File: src/rtl/shift_pipe_if.sv
// Operation/result handshake bundle for shift_pipe.
// The master issues shift operations and consumes results; the slave side is the shifter.
interface shift_pipe_if #(
    parameter int unsigned WIDTH = 16,
    parameter int unsigned TAG_W = 4
);
    localparam int unsigned AMT_W = $clog2(WIDTH);

    logic             in_valid;
    logic             in_ready;
    logic [WIDTH-1:0] in_data;
    logic [AMT_W-1:0] in_amt;
    logic [1:0]       in_mode;
    logic [TAG_W-1:0] in_tag;
    logic             out_valid;
    logic             out_ready;
    logic [WIDTH-1:0] out_data;
    logic             out_zero;
    logic [TAG_W-1:0] out_tag;

    modport master (
        output in_valid, in_data, in_amt, in_mode, in_tag, out_ready,
        input  in_ready, out_valid, out_data, out_zero, out_tag
    );

    modport slave (
        input  in_valid, in_data, in_amt, in_mode, in_tag, out_ready,
        output in_ready, out_valid, out_data, out_zero, out_tag
    );
endinterface

File: src/rtl/shift_pipe.sv
// Pipelined logarithmic barrel shifter (SLL/SRL/SRA/ROR) with tag sideband,
// global-advance valid/ready handshake and synchronous flush.
module shift_pipe #(
    parameter int unsigned WIDTH  = 16,
    parameter int unsigned STAGES = 2,
    parameter int unsigned TAG_W  = 4
) (
    input  logic        clk,
    input  logic        rst_n,
    input  logic        flush,
    shift_pipe_if.slave bus
);
    localparam int unsigned AMT_W = $clog2(WIDTH);
    localparam int unsigned IDX_W = (STAGES > 1) ? $clog2(STAGES) : 1;
    localparam logic [WIDTH-1:0] ONES = '1;

    // One shift level of 2^k positions; SRA fills with the sign captured at input.
    function automatic logic [WIDTH-1:0] level_shift(
        input logic [WIDTH-1:0] d,
        input int unsigned      sh,
        input logic [1:0]       mode,
        input logic             sign
    );
        logic [WIDTH-1:0] res;
        res = d;
        case (mode)
            2'b00:   res = d << sh;
            2'b01:   res = d >> sh;
            2'b10:   res = (d >> sh) | (sign ? ~(ONES >> sh) : '0);
            default: res = (d >> sh) | (d << (WIDTH - sh));
        endcase
        return res;
    endfunction

    // Applies only the levels k that map onto this stage: floor(k*STAGES/L) == stage.
    function automatic logic [WIDTH-1:0] stage_shift(
        input logic [WIDTH-1:0] d,
        input logic [AMT_W-1:0] amt,
        input logic [1:0]       mode,
        input logic             sign,
        input int unsigned      stage
    );
        logic [WIDTH-1:0] res;
        logic [AMT_W-1:0] bits;
        res  = d;
        bits = '0;
        for (int unsigned k = 0; k < AMT_W; k++) begin
            bits = amt >> k;
            if ((((k * STAGES) / AMT_W) == stage) && bits[0]) begin
                res = level_shift(res, 32'd1 << k, mode, sign);
            end
        end
        return res;
    endfunction

    logic [STAGES-1:0][WIDTH-1:0] r_data;
    logic [STAGES-1:0][AMT_W-1:0] r_amt;
    logic [STAGES-1:0][1:0]       r_mode;
    logic [STAGES-1:0]            r_sign;
    logic [STAGES-1:0][TAG_W-1:0] r_tag;
    logic [STAGES-1:0]            r_valid;
    logic                         r_zero;

    logic [STAGES-1:0][WIDTH-1:0] w_src_data;
    logic [STAGES-1:0][AMT_W-1:0] w_src_amt;
    logic [STAGES-1:0][1:0]       w_src_mode;
    logic [STAGES-1:0]            w_src_sign;
    logic [STAGES-1:0][TAG_W-1:0] w_src_tag;
    logic [STAGES-1:0]            w_src_valid;
    logic [STAGES-1:0][WIDTH-1:0] w_nxt_data;
    logic                         w_advance;

    // Stage inputs: stage 0 from the port, stage s from register s-1; then apply its levels.
    always_comb begin
        w_src_data  = '0;
        w_src_amt   = '0;
        w_src_mode  = '0;
        w_src_sign  = '0;
        w_src_tag   = '0;
        w_src_valid = '0;
        w_nxt_data  = '0;

        w_src_data[0]  = bus.in_data;
        w_src_amt[0]   = bus.in_amt;
        w_src_mode[0]  = bus.in_mode;
        w_src_sign[0]  = bus.in_data[WIDTH-1];
        w_src_tag[0]   = bus.in_tag;
        w_src_valid[0] = bus.in_valid;

        for (int unsigned s = 1; s < STAGES; s++) begin
            w_src_data[IDX_W'(s)]  = r_data[IDX_W'(s - 1)];
            w_src_amt[IDX_W'(s)]   = r_amt[IDX_W'(s - 1)];
            w_src_mode[IDX_W'(s)]  = r_mode[IDX_W'(s - 1)];
            w_src_sign[IDX_W'(s)]  = r_sign[IDX_W'(s - 1)];
            w_src_tag[IDX_W'(s)]   = r_tag[IDX_W'(s - 1)];
            w_src_valid[IDX_W'(s)] = r_valid[IDX_W'(s - 1)];
        end

        for (int unsigned s = 0; s < STAGES; s++) begin
            w_nxt_data[IDX_W'(s)] = stage_shift(w_src_data[IDX_W'(s)], w_src_amt[IDX_W'(s)],
                                                w_src_mode[IDX_W'(s)], w_src_sign[IDX_W'(s)], s);
        end
    end

    assign w_advance = !r_valid[IDX_W'(STAGES - 1)] || bus.out_ready;

    // Whole pipe moves together; flush kills every valid bit and overrides a stall.
    always_ff @(posedge clk or negedge rst_n) begin
        if (!rst_n) begin
            r_data  <= '0;
            r_amt   <= '0;
            r_mode  <= '0;
            r_sign  <= '0;
            r_tag   <= '0;
            r_valid <= '0;
            r_zero  <= 1'b0;
        end else begin
            if (w_advance) begin
                r_data  <= w_nxt_data;
                r_amt   <= w_src_amt;
                r_mode  <= w_src_mode;
                r_sign  <= w_src_sign;
                r_tag   <= w_src_tag;
                r_valid <= w_src_valid;
                r_zero  <= (w_nxt_data[IDX_W'(STAGES - 1)] == '0);
            end
            if (flush) begin
                r_valid <= '0;
            end
        end
    end

    assign bus.in_ready  = w_advance;
    assign bus.out_valid = r_valid[IDX_W'(STAGES - 1)];
    assign bus.out_data  = r_data[IDX_W'(STAGES - 1)];
    assign bus.out_zero  = r_zero;
    assign bus.out_tag   = r_tag[IDX_W'(STAGES - 1)];
endmodule

File: src/flat_wrapper.sv
// flat-port wrapper written by rule: the top's interface ports become plain ports
module shift_pipe_flat 
#(
    parameter int unsigned WIDTH  = 16,
    parameter int unsigned STAGES = 2,
    parameter int unsigned TAG_W  = 4
)
  (clk, rst_n, flush, bus_in_valid, bus_in_data, bus_in_amt, bus_in_mode, bus_in_tag, bus_out_ready, bus_in_ready, bus_out_valid, bus_out_data, bus_out_zero, bus_out_tag);
  shift_pipe_if #(.WIDTH(WIDTH), .TAG_W(TAG_W)) bus_i ();
  input  logic clk;
  input  logic rst_n;
  input  logic flush;
  input wire logic [$bits(bus_i.in_valid)-1:0] bus_in_valid;
  input wire logic [$bits(bus_i.in_data)-1:0] bus_in_data;
  input wire logic [$bits(bus_i.in_amt)-1:0] bus_in_amt;
  input wire logic [$bits(bus_i.in_mode)-1:0] bus_in_mode;
  input wire logic [$bits(bus_i.in_tag)-1:0] bus_in_tag;
  input wire logic [$bits(bus_i.out_ready)-1:0] bus_out_ready;
  output wire logic [$bits(bus_i.in_ready)-1:0] bus_in_ready;
  output wire logic [$bits(bus_i.out_valid)-1:0] bus_out_valid;
  output wire logic [$bits(bus_i.out_data)-1:0] bus_out_data;
  output wire logic [$bits(bus_i.out_zero)-1:0] bus_out_zero;
  output wire logic [$bits(bus_i.out_tag)-1:0] bus_out_tag;
  assign bus_i.in_valid = bus_in_valid;
  assign bus_i.in_data = bus_in_data;
  assign bus_i.in_amt = bus_in_amt;
  assign bus_i.in_mode = bus_in_mode;
  assign bus_i.in_tag = bus_in_tag;
  assign bus_i.out_ready = bus_out_ready;
  assign bus_in_ready = bus_i.in_ready;
  assign bus_out_valid = bus_i.out_valid;
  assign bus_out_data = bus_i.out_data;
  assign bus_out_zero = bus_i.out_zero;
  assign bus_out_tag = bus_i.out_tag;
  shift_pipe #(.WIDTH(WIDTH), .STAGES(STAGES), .TAG_W(TAG_W)) u_core (.clk(clk), .rst_n(rst_n), .flush(flush), .bus(bus_i));
endmodule
File: config.mk
export PLATFORM = sky130hd
export DESIGN_NAME = shift_pipe_flat
export DESIGN_NICKNAME = d
export VERILOG_FILES = /design/src/rtl/shift_pipe_if.sv /design/src/rtl/shift_pipe.sv /design/src/flat_wrapper.sv
export SDC_FILE = /design/constraint.sdc
export NUM_CORES = 1
export LEC_CHECK = 0
export ABC_CLOCK_PERIOD_IN_PS = 2000
export CAP_MARGIN = 10
export CORE_MARGIN = 5
export CORE_UTILIZATION = 49
export DETAILED_ROUTE_END_ITERATION = 10
export PLACE_DENSITY_LB_ADDON = 0.15
export SLEW_MARGIN = 40
export SYNTH_ARGS = -nofsm -noshare
export SYNTH_HDL_FRONTEND = slang
export SYNTH_SLANG_ARGS = --single-unit
File: constraint.sdc
create_clock -name clk -period 2 [get_ports clk]
set_input_delay 0.4 -clock clk [delete_from_list [all_inputs] [get_ports clk]]
set_output_delay 0.4 -clock clk [all_outputs]
set_load 0.01 [all_outputs]
==> flow_summary_export.csv <==
group,metric,value,unit
timing,drv_slew,0,
outcome,outcome,"finished, violations left",
worst_setup_path,arrival,2.25,ns
power_and_ir_drop,power.leakage,2.11,nW
placed_design,pre_cts_ws,-0.305,ns
power_and_ir_drop,switching_power,1.03,mW
worst_setup_path,crit_path_max_fanout,7,
die,die-area,0.00888,sq mm
power_and_ir_drop,comb_power_share,38.1,%
cts,insertion_delay,0.31,ns
worst_setup_path,worstPathRequired,2.23,ns
drt,routed-wl-met2,4790,um
final_layout,drive_gt1_share,25.6,%
synth,ys_ff_latch,48,
global_routing,track_usage,22.2,%
final_layout,n_antenna_cell,0,
die,start_util,50.6,%
cts,numCtsBuffers,5,
worst_setup_path,crit_type,"reg2reg",
placed_design,routabilityCongestion,0.954,
die,io_pins,54,
die,die_y,94.3,um
power_and_ir_drop,intPower,2.12,mW
final_layout,syn2layout_area_growth,38.8,%
global_routing,grt_max_degree,40,
drt,top_layer_used,"met4",
cts,htree_num_levels,2,
timing,hold_ws,0.120,ns
placed_design,dp_hpwl,7020,um
drt,routed_via_density,5.52,
power_and_ir_drop,p_seq_share,38.6,%
global_routing,antenna_found_initial,0,
power_and_ir_drop,ir_drop,0.316,mV
final_layout,fillerInstances,579,
drt,ant_nets,0,
timing,fin_crit_sh,101,%
synth,postSynthCellCount,443,
synth,yosysUniqueCellTypes,48,
timing,fin_tns_setup,-0.0175,ns
min_path,worstHoldPathType,"in2async",
drt,drc_errors,0,
timing,fin_crit,2.02,ns
timing,relSlewSlack,54.1,%
worst_setup_path,critPathSlowestCell,"dfrtp_2",
worst_setup_path,endpoint_kind,"register",
final_layout,fin_area,0.00483,sq mm
timing,worst_pin_slew,0.688,ns
synth,avgSynthCellArea,7.85,sq um
worst_setup_path,start_kind,"register",
drt,wl,9550,um
global_routing,overflow,0,
synth,ys_seq_area_share,34.5,%
cts,cts_buffer_depth,2,
synth,synth_ff_type,"dfrtp_1",
cts,cts_sinks,48,
synth,syn_area,0.00348,sq mm
die,core,0.00687,sq mm
global_routing,grt_pass1_wl,15900,um
timing,clock_skew,0.00886,ns
timing,setup_viol,1,
final_layout,mostFrequentLayoutCells,"nand2_1, buf_4, clkdlybuf4s50_1, dfrtp_1, nor2_1",
outcome,violations,"setup timing",
power_and_ir_drop,clkPwrFrac,23.3,%
worst_setup_path,timing.critical_path.slowest_cell_delay,0.47,ns
cts,cts.root.buffer_cell,"clkbuf_8",
cts,clk_pin_slew_worst_paths,0.10,ns
synth,synth-edff-count,0,
final_layout,layout_commonest_cell,"nand2_1",
synth,yosys_warnings,0,
timing,hold_violations,0,
placed_design,place_area,0.00447,sq mm
synth,async_reset_ff_share,100,%
placed_design,portBuffers,53,
global_routing,grt_pass1_vias,3301,
drt,post_drt_wl_per_cell,15.1,um
die,core.rowCount,30,
drt,vias,3489,
timing,rsz0062_at_grt,"true",
power_and_ir_drop,switching_share,32.6,%
die,die_x,94.3,um
cts,cts_tree,"done",
worst_setup_path,path_cells,"or2_4 > buf_6 > buf_4 > a31o_4 > nand2b_4 > o41ai_2 > nand4_1 > o31ai_2",
drt,dr_wl_met3,389,um
power_and_ir_drop,p_per_area,653,mW/mm^2
final_layout,final_util,70.3,%
final_layout,finalNetCount,566,
drt,drt_pre_antenna_iters,4,
timing,fmax,0.496,GHz
drt,wl_met1,4160,um
job,cap_violations,0,
synth,postSynthNetCount,474,
timing,setup_slack,-0.0175,ns
drt,drtIter0Drc,212,
-- flip-flops by register name, summed over array words and instances (netlist names) --
register	cells
u_core.r_tag	4
u_core.bus.out_zero	1
u_core.bus.out_data	16
u_core.r_valid	2
u_core.bus.out_tag	4
u_core.r_amt	2
u_core.r_sign	1
u_core.r_mode	2
u_core.r_data	16
-- repair_timing --
item	4_1_cts	5_1_grt
resized for setup	10	29
setup buffers	4	5
pin swaps	5	11
cloned	1	0
endpoints found under the hold margin	0	0
setup endpoints to repair	2	5
hold buffers	0	0
-- cells by family after synthesis --
kind of cell | Yosys count | share of synthesized area [%]
simple gates | 159 | 19.6
compound gates | 136 | 24.9
mux | 38 | 11.5
buf+inv | 62 | 9.53
flops | 48 | 34.5
-- per-stage QoR --
stage / total power [mW] / std cells
after CTS: 3.08 / 627
after global placement: 2.30 / 614
final: 3.15 / 632
after global routing: 3.33 / 632
after floorplan: 1.84 / 443
after detailed placement: 2.32 / 614
-- cell type report --
| cell class | count | area (sq um) | share of cell area, % |
|---|---|---|---|
| Clock buffer | 5 | 68.8 | 1.43 |
| Tap cell | 96 | 120 | 2.49 |
| Clock inverter | 3 | 47.5 | 0.985 |
| Inverter | 6 | 22.5 | 0.467 |
| Sequential cell | 48 | 1200 | 24.9 |
| Multi-Input combinational cell | 333 | 2110 | 43.8 |
| Timing Repair Buffer | 141 | 1250 | 26.0 |
-- critical path: cells and delay by family, from the launching register on --
family | cells | cell delay, ns
buffers and inverters | 2 | 0.29
AND/OR/NAND/NOR | 3 | 0.64
flip-flops | 1 | 0.47
AO/OA/AOI/OAI | 3 | 0.54
-- Yosys cell counts (10+ instances only) --
master | count | area [sq um]
dfrtp_1 | 48 | 1200
buf_4 | 20 | 150
clkbuf_1 | 25 | 93.8
mux2i_1 | 32 | 320
nand2_1 | 85 | 319
a211oi_1 | 12 | 90.1
nor2_1 | 46 | 173
o21ai_0 | 26 | 130
a21oi_1 | 42 | 210
nor2b_1 | 10 | 62.6
-- metal layers --
| metal | vias to the layer above | GRT usage (%) |
|---|---|---|
| met2 | 94 | 36.8 |
| met3 | 22 | 3.37 |
| met4 | 0 | 7.70 |
| met1 | 1644 | 29.5 |
| li1 | 1729 | - |
| met5 | - | 0 |
-- final timing paths --
check	endpoint	slack (ns)	from	depth (start not counted)
worst max-delay path	u_core.bus.out_zero	-0.02	u_core.r_mode[0]	8
worst min-delay path	u_core.bus.out_data[13]	0.12	rst_n	1
worst max register to register	u_core.bus.out_zero	-0.02	u_core.r_mode[0]	8
worst min register to register	u_core.r_tag[0]	0.47	u_core.r_tag[0]	2
max in group asynchronous	u_core.r_valid[0]	1.22	rst_n	2
min in group clk	u_core.r_tag[0]	0.47	u_core.r_tag[0]	2
-- power groups by stage --
stage | registers (mW) | logic [mW] | clock network (mW)
after global placement | 1.22 | 1.08 | 0
after detailed placement | 1.23 | 1.09 | 0
after floorplan | 1.19 | 0.648 | 0
final | 1.22 | 1.20 | 0.733
after global routing | 1.23 | 1.31 | 0.784
after CTS | 1.21 | 1.12 | 0.751
Note: power is estimated with default switching activity, not from simulation.
